`config.mk`:
```
export PLATFORM = sky130hd
export DESIGN_NAME = mult_div_unit
export DESIGN_NICKNAME = d
export VERILOG_FILES = /design/src/rtl/mult_div_unit.sv
export SDC_FILE = /design/constraint.sdc
export NUM_CORES = 1
export LEC_CHECK = 0
export BUFFER_PORTS_ARGS = -buffer_cell sky130_fd_sc_hd__buf_2
export CAP_MARGIN = 5
export CORE_UTILIZATION = 30
export CTS_CLUSTER_SIZE = 30
export DETAILED_ROUTE_END_ITERATION = 16
export PLACE_DENSITY = 0.56
export SLEW_MARGIN = 5
export SYNTH_ARGS = -nofsm -noshare
export SYNTH_HDL_FRONTEND = slang
export SYNTH_SLANG_ARGS = --single-unit
```
`constraint.sdc`:
```
create_clock -name clk -period 4.72 [get_ports clk]
set_input_delay 0 -clock clk [delete_from_list [all_inputs] [get_ports clk]]
set_output_delay 0 -clock clk [all_outputs]
set_load 0.02 [all_outputs]
```
`src/rtl/mult_div_unit.sv`:
```
// Iterative MIPS multiply/divide unit: radix-2 shift-add multiply, restoring divide, HI/LO registers.
// Build option MDU_EARLY_OUT_EN: multiplies finish as soon as the remaining multiplier bits are zero.
module mult_div_unit #(
    parameter int DATA_WIDTH = 32
) (
    input  logic                  clk,
    input  logic                  reset,
    input  logic                  op_valid,
    input  logic [2:0]            op,
    input  logic [DATA_WIDTH-1:0] rs_data,
    input  logic [DATA_WIDTH-1:0] rt_data,
    input  logic                  flush,
    output logic                  stall,
    output logic                  busy,
    output logic                  done,
    output logic                  div_by_zero,
    output logic [DATA_WIDTH-1:0] mf_data,
    output logic [DATA_WIDTH-1:0] hi,
    output logic [DATA_WIDTH-1:0] lo
);
    localparam int W         = DATA_WIDTH;
    localparam int CNT_WIDTH = $clog2(DATA_WIDTH) + 1;

    localparam logic [2:0] OP_MULT  = 3'd0;
    localparam logic [2:0] OP_MULTU = 3'd1;
    localparam logic [2:0] OP_DIV   = 3'd2;
    localparam logic [2:0] OP_DIVU  = 3'd3;
    localparam logic [2:0] OP_MFHI  = 3'd4;
    localparam logic [2:0] OP_MFLO  = 3'd5;
    localparam logic [2:0] OP_MTHI  = 3'd6;
    localparam logic [2:0] OP_MTLO  = 3'd7;

    typedef enum logic [1:0] {
        S_IDLE,
        S_RUN,
        S_FIX
    } state_e;

    state_e               state_q, state_d;
    logic [CNT_WIDTH-1:0] cnt_q, cnt_d;
    logic [2*W-1:0]       acc_q, acc_d;
    logic [2*W-1:0]       mcand_q, mcand_d;
    logic [W-1:0]         opb_q, opb_d;
    logic                 is_div_q, is_div_d;
    logic                 res_neg_q, res_neg_d;
    logic                 rem_neg_q, rem_neg_d;
    logic                 zero_div_q, zero_div_d;
    logic [W-1:0]         hi_q, hi_d;
    logic [W-1:0]         lo_q, lo_d;
    logic                 done_q, done_d;
    logic                 div_by_zero_q, div_by_zero_d;

    logic                 accept;
    logic                 signed_op;
    logic                 a_neg;
    logic                 b_neg;
    logic [W-1:0]         a_mag;
    logic [W-1:0]         b_mag;
    logic                 last_iter;
    logic [W:0]           shifted;
    logic [W:0]           trial;
    logic [2*W-1:0]       prod_fix;
    logic [W-1:0]         quo_fix;
    logic [W-1:0]         rem_fix;

    assign busy        = (state_q != S_IDLE);
    assign stall       = op_valid & busy;
    assign accept      = op_valid & ~busy & ~flush;
    assign done        = done_q;
    assign div_by_zero = div_by_zero_q;
    assign hi          = hi_q;
    assign lo          = lo_q;

    // Signed ops iterate on magnitudes; the sign is reapplied in FIX.
    assign signed_op = ~op[0];
    assign a_neg     = signed_op & rs_data[W-1];
    assign b_neg     = signed_op & rt_data[W-1];
    assign a_mag     = a_neg ? -rs_data : rs_data;
    assign b_mag     = b_neg ? -rt_data : rt_data;

    // Restoring divide step: acc holds {remainder, dividend/quotient}.
    assign shifted = {acc_q[2*W-1:W], acc_q[W-1]};
    assign trial   = shifted - {1'b0, opb_q};

    assign prod_fix = res_neg_q ? -acc_q : acc_q;
    assign quo_fix  = zero_div_q ? {W{1'b1}} : (res_neg_q ? -acc_q[W-1:0] : acc_q[W-1:0]);
    assign rem_fix  = rem_neg_q ? -acc_q[2*W-1:W] : acc_q[2*W-1:W];

`ifdef MDU_EARLY_OUT_EN
    assign last_iter = (cnt_q == CNT_WIDTH'(W-1)) || (!is_div_q && opb_q[W-1:1] == '0);
`else
    assign last_iter = (cnt_q == CNT_WIDTH'(W-1));
`endif

    always_comb begin
        mf_data = '0;
        if (op == OP_MFHI) begin
            mf_data = hi_q;
        end else if (op == OP_MFLO) begin
            mf_data = lo_q;
        end
    end

    always_comb begin
        state_d       = state_q;
        cnt_d         = cnt_q;
        acc_d         = acc_q;
        mcand_d       = mcand_q;
        opb_d         = opb_q;
        is_div_d      = is_div_q;
        res_neg_d     = res_neg_q;
        rem_neg_d     = rem_neg_q;
        zero_div_d    = zero_div_q;
        hi_d          = hi_q;
        lo_d          = lo_q;
        done_d        = 1'b0;
        div_by_zero_d = 1'b0;

        case (state_q)
            S_IDLE: begin
                if (accept) begin
                    case (op)
                        OP_MULT, OP_MULTU: begin
                            state_d    = S_RUN;
                            cnt_d      = '0;
                            acc_d      = '0;
                            mcand_d    = {{W{1'b0}}, a_mag};
                            opb_d      = b_mag;
                            is_div_d   = 1'b0;
                            res_neg_d  = a_neg ^ b_neg;
                            rem_neg_d  = 1'b0;
                            zero_div_d = 1'b0;
                        end
                        OP_DIV, OP_DIVU: begin
                            state_d    = S_RUN;
                            cnt_d      = '0;
                            acc_d      = {{W{1'b0}}, a_mag};
                            opb_d      = b_mag;
                            is_div_d   = 1'b1;
                            res_neg_d  = a_neg ^ b_neg;
                            rem_neg_d  = a_neg;
                            zero_div_d = (rt_data == '0);
                        end
                        OP_MTHI: hi_d = rs_data;
                        OP_MTLO: lo_d = rs_data;
                        default: ;
                    endcase
                end
            end
            S_RUN: begin
                cnt_d = cnt_q + CNT_WIDTH'(1);
                if (is_div_q) begin
                    if (!trial[W]) begin
                        acc_d = {trial[W-1:0], acc_q[W-2:0], 1'b1};
                    end else begin
                        acc_d = {shifted[W-1:0], acc_q[W-2:0], 1'b0};
                    end
                end else begin
                    if (opb_q[0]) begin
                        acc_d = acc_q + mcand_q;
                    end
                    mcand_d = mcand_q << 1;
                    opb_d   = opb_q >> 1;
                end
                if (last_iter) begin
                    state_d = S_FIX;
                end
            end
            S_FIX: begin
                state_d = S_IDLE;
                done_d  = 1'b1;
                if (is_div_q) begin
                    hi_d          = rem_fix;
                    lo_d          = quo_fix;
                    div_by_zero_d = zero_div_q;
                end else begin
                    hi_d = prod_fix[2*W-1:W];
                    lo_d = prod_fix[W-1:0];
                end
            end
            default: state_d = S_IDLE;
        endcase

        // A squashed op leaves HI/LO untouched and never reports completion.
        if (flush && busy) begin
            state_d       = S_IDLE;
            hi_d          = hi_q;
            lo_d          = lo_q;
            done_d        = 1'b0;
            div_by_zero_d = 1'b0;
        end
    end

    always_ff @(posedge clk) begin
        if (reset) begin
            state_q       <= S_IDLE;
            cnt_q         <= '0;
            acc_q         <= '0;
            mcand_q       <= '0;
            opb_q         <= '0;
            is_div_q      <= 1'b0;
            res_neg_q     <= 1'b0;
            rem_neg_q     <= 1'b0;
            zero_div_q    <= 1'b0;
            hi_q          <= '0;
            lo_q          <= '0;
            done_q        <= 1'b0;
            div_by_zero_q <= 1'b0;
        end else begin
            state_q       <= state_d;
            cnt_q         <= cnt_d;
            acc_q         <= acc_d;
            mcand_q       <= mcand_d;
            opb_q         <= opb_d;
            is_div_q      <= is_div_d;
            res_neg_q     <= res_neg_d;
            rem_neg_q     <= rem_neg_d;
            zero_div_q    <= zero_div_d;
            hi_q          <= hi_d;
            lo_q          <= lo_d;
            done_q        <= done_d;
            div_by_zero_q <= div_by_zero_d;
        end
    end

endmodule

```
==> impl_metrics.csv <==
group,metric,value,unit
run_status,outcome,"completed",
detailed_routing,drt_iter0_markers,1772,
sta,setup_slack,0.602,ns
synth,syn-instance-count,2620,
clock_tree,root_buffer,"clkbuf_16",
synth,ys_ff_latch,238,
min_path,min-delay-start,"rt_data[27]",
detailed_routing,vias,20400,
clock_tree,cts_resized,0,
detailed_routing,via_per_inst,5.61,
sta,worst_pin_slew,1.14,ns
critical_path,cp_common_cell,"or3_4",
sta,timing.hold.ws,0.0430,ns
critical_path,critPathMaxFanout,8,
critical_path,worst_path_max_delay_cell,"or4_4",
critical_path,crit_chain,"or4_4 > or3_4 > or3_4 > or2_1 > o41ai_1 > a31oi_1 > xnor2_1 > a211oi_1 > a21oi_1 > nor2_1 > dlygate4sd3_1",
synth,yosysTopAreaCellShare,0.252,
critical_path,cp.required,5.21,ns
clock_tree,clkSinkCount,238,
finish,instances_no_fill,3625,
synth,synth-main-ff-cell,"dfxtp_1",
synth,netlist_area,18900,um^2
synth,synth_edf_count,0,
global_routing,grt_max_degree,95,
critical_path,path_class,"reg -> reg",
critical_path,r2r_start,"acc_q[9]$_SDFFE_PP0P_",
clock_tree,tritoncts,"yes",
critical_path,critPathMaxStageDelay,0.59,ns
floorplanning,design.core.area,62100,um^2
synth,yosys.area.top_type,"dfxtp_1",
global_routing,grt_pass1_vias,18800,
sta,max_slew_margin,0.240,
finish,drive_gt1_frac,0.112,
critical_path,r2r_cells,11,
min_path,hold_path.class,"in -> reg",
global_routing,gr-total-overflow,0,
finish,layout.area.seq,4770,um^2
finish,area_growth,18.0,%
floorplanning,die_h,253,um
clock_tree,insertion_delay,0.61,ns
synth,yosysWarnings,0,
detailed_routing,drt_wl_total,75900,um
detailed_routing,first_pass_iters,8,
finish,nFillCells,6612,
critical_path,reg2reg_to,"hi[13]$_SDFFE_PP0P_",
place,dpl.cell_count,3498,
power_and_ir_drop,p_leak,8.95,nW
synth,ys_types,77,
detailed_routing,drcViolationCount,0,
place,pre_cts_slack,0.922,ns
synth,synth_area_leaders,"dfxtp_1 (25%), a21oi_1 (8.4%), ha_1 (6.6%)",
sta,fin_worst_skew,0.0406,ns
place,dpl.hpwl,57600,um
critical_path,start_kind,"register",
clock_tree,cts_made_buffers,30,
critical_path,critPathArrivalTime,4.61,ns
global_routing,grtUsageTotal,0.230,
place,place_congestion,0.969,
floorplanning,rows,91,
critical_path,end_kind,"register",
clock_tree,cts_max_level,1,
min_path,hold_depth,5,
floorplanning,pin_count,171,
critical_path,startpoint,"acc_q[9]$_SDFFE_PP0P_",
sta,setup_viol,0,
min_path,min_to,"opb_q[27]$_SDFFE_PP0P_",
sta,final.setup.tns,0,ns
detailed_routing,ant_nets,0,
synth,ys_seq_area_frac,0.252,
floorplanning,start_util,0.305,
finish,multi_input_area,13300,um^2
synth,syn_area_per_cell,7.22,um^2
place,io_buffers,170,
global_routing,antenna_found_initial,2,
sta,fin_crit_sh,0.872,
critical_path,reg2reg_slack,0.60,ns
sta,fmax,243,MHz
power_and_ir_drop,p_per_area,311,nW/um^2
sta,hold_viol_final,0,
floorplanning,die_w,253,um
synth,async_flop_share,0,
finish,nNetsFinal,2937,
sta,min_period,4.12,ns
synth,syn_nets,2793,
global_routing,grt_pass1_wl,114000,um
detailed_routing,wire_per_inst,20.9,um
power_and_ir_drop,ir_drop,261,uV
clock_tree,path_clk_slew,0.07,ns
clock_tree,cts_max_path_buffers,3,
floorplanning,dieArea,64100,um^2
sta,slew_viol_final,0,
clock_tree,cts_setup_buffers,0,
sta,rsz0062_at_grt,"false",
flow_run,drv_cap,0,
synth_stat cells, types with 7 or more instances:
cell	number
nor2b_1	16
o31ai_1	27
clkbuf_1	161
nand2b_1	29
a31oi_1	23
xor2_1	72
a22oi_1	9
nor4_1	17
xnor2_1	125
or3_1	47
a21oi_1	318
o211ai_1	29
or2_2	11
a22o_1	39
and2_1	10
mux2i_1	33
a21o_1	44
o221ai_1	38
o21bai_1	15
nand3b_1	10
a311oi_1	7
o21a_1	11
nand4_1	22
ha_1	100
a221o_1	21
nand2_1	267
nand3_1	69
o22ai_1	12
o21ai_0	173
and3_1	8
nor3_1	61
nor2_1	302
or4_1	11
dfxtp_1	238
a211oi_1	57
o41ai_1	11
inv_1	74
buf_1	14
cells by family after synthesis:
kind of cell / share of synthesized area
buffers and inverters: 0.0511
flip-flops: 0.252
multiplexers: 0.0187
XOR/XNOR: 0.0912
adder cells (fa/ha/maj): 0.0683
AND/OR/NAND/NOR: 0.220
AO/OA/AOI/OAI: 0.299
timing repair:
action | 4_1_cts | 5_1_grt
setup endpoints to repair | 0 | 0
hold buffers | 71 | 0
hold endpoints to repair | 127 | 0
routing by layer:
layer,up-vias,GRT usage,share of wire
li1,9793,-,-
met1,9677,0.291,0.42
met2,742,0.381,0.46
met3,142,0.0408,0.070
met4,0,0.0973,0.045
met5,-,0,0
worst max-delay path, delay by kind of cell, from the launching register on:
family | cells | cell delay [ns]
AND/OR/NAND/NOR | 5 | 1.79
AO/OA/AOI/OAI | 4 | 0.85
buffers and inverters | 1 | 0.59
flip-flops | 1 | 0.39
XOR/XNOR | 1 | 0.37
final cells by class:
type                       count  area share
antenna                        2    0.000224
tap                          837      0.0469
inverter                      74      0.0124
timing repair buffer         292      0.0891
clock buffer                  38      0.0368
sequential                   238       0.214
clock inverter                16     0.00695
multi-input combinational   2128       0.594
through the flow:
stage          power, mW  instance area [um^2]  utilization
5_1_grt             7.28                 22300        0.360
3_3_place_gp        4.59                 20600        0.332
3_5_place_dp        4.58                 20600        0.332
2_1_floorplan       3.89                 18900            -
6_report            6.93                 22300        0.360
4_1_cts             6.94                 22300        0.360
sequential cells by signal, indices dropped and copies added (netlist names), 2 cells and up:
| signal | count |
|---|---|
| mcand_q | 64 |
| opb_q | 32 |
| cnt_q | 6 |
| lo | 32 |
| state_q | 2 |
| acc_q | 64 |
| hi | 32 |
report_power, final:
| part | switching (mW) | internal (mW) |
|---|---|---|
| Clock | 1.01 | 1.30 |
| Sequential | 0.175 | 2.14 |
| Combinational | 1.45 | 0.854 |
| Total | 2.64 | 4.29 |
how the worst max path moves through the flow:
stage,to,slack [ns]
floorplan,acc_q[50]$_SDFFE_PP0P_,1.29
global placement,acc_q[42]$_SDFFE_PP0P_,0.95
detailed placement,acc_q[40]$_SDFFE_PP0P_,0.92
CTS,hi[13]$_SDFFE_PP0P_,0.72
global route,hi[13]$_SDFFE_PP0P_,0.46
finish,hi[13]$_SDFFE_PP0P_,0.60
cell usage in the layout (no fill, tap or decap), types with 11 or more instances in the layout:
master and n:
o211ai_1 29, mux2i_1 33, or4_1 11, nor3_1 60, o41ai_1 11, a21o_1 44, ha_1 100, nor2b_1 13
a31oi_1 23, nand2_1 267, or2_2 11, xor2_1 72, or3_1 47, o21a_1 11, buf_4 48, xnor2_1 124
a211oi_1 57, buf_2 169, inv_1 74, o31ai_1 27, nor4_1 17, nand4_1 22, nor2_1 300, o21ai_0 172
clkbuf_16 30, o221ai_1 38, a21oi_1 318, nand2b_1 28, a22o_1 39, a221o_1 21, nand3_1 69, dlygate4sd3_1 71
dfxtp_1 237, o21bai_1 15, o22ai_1 11
(Power assumes the default switching activity.)
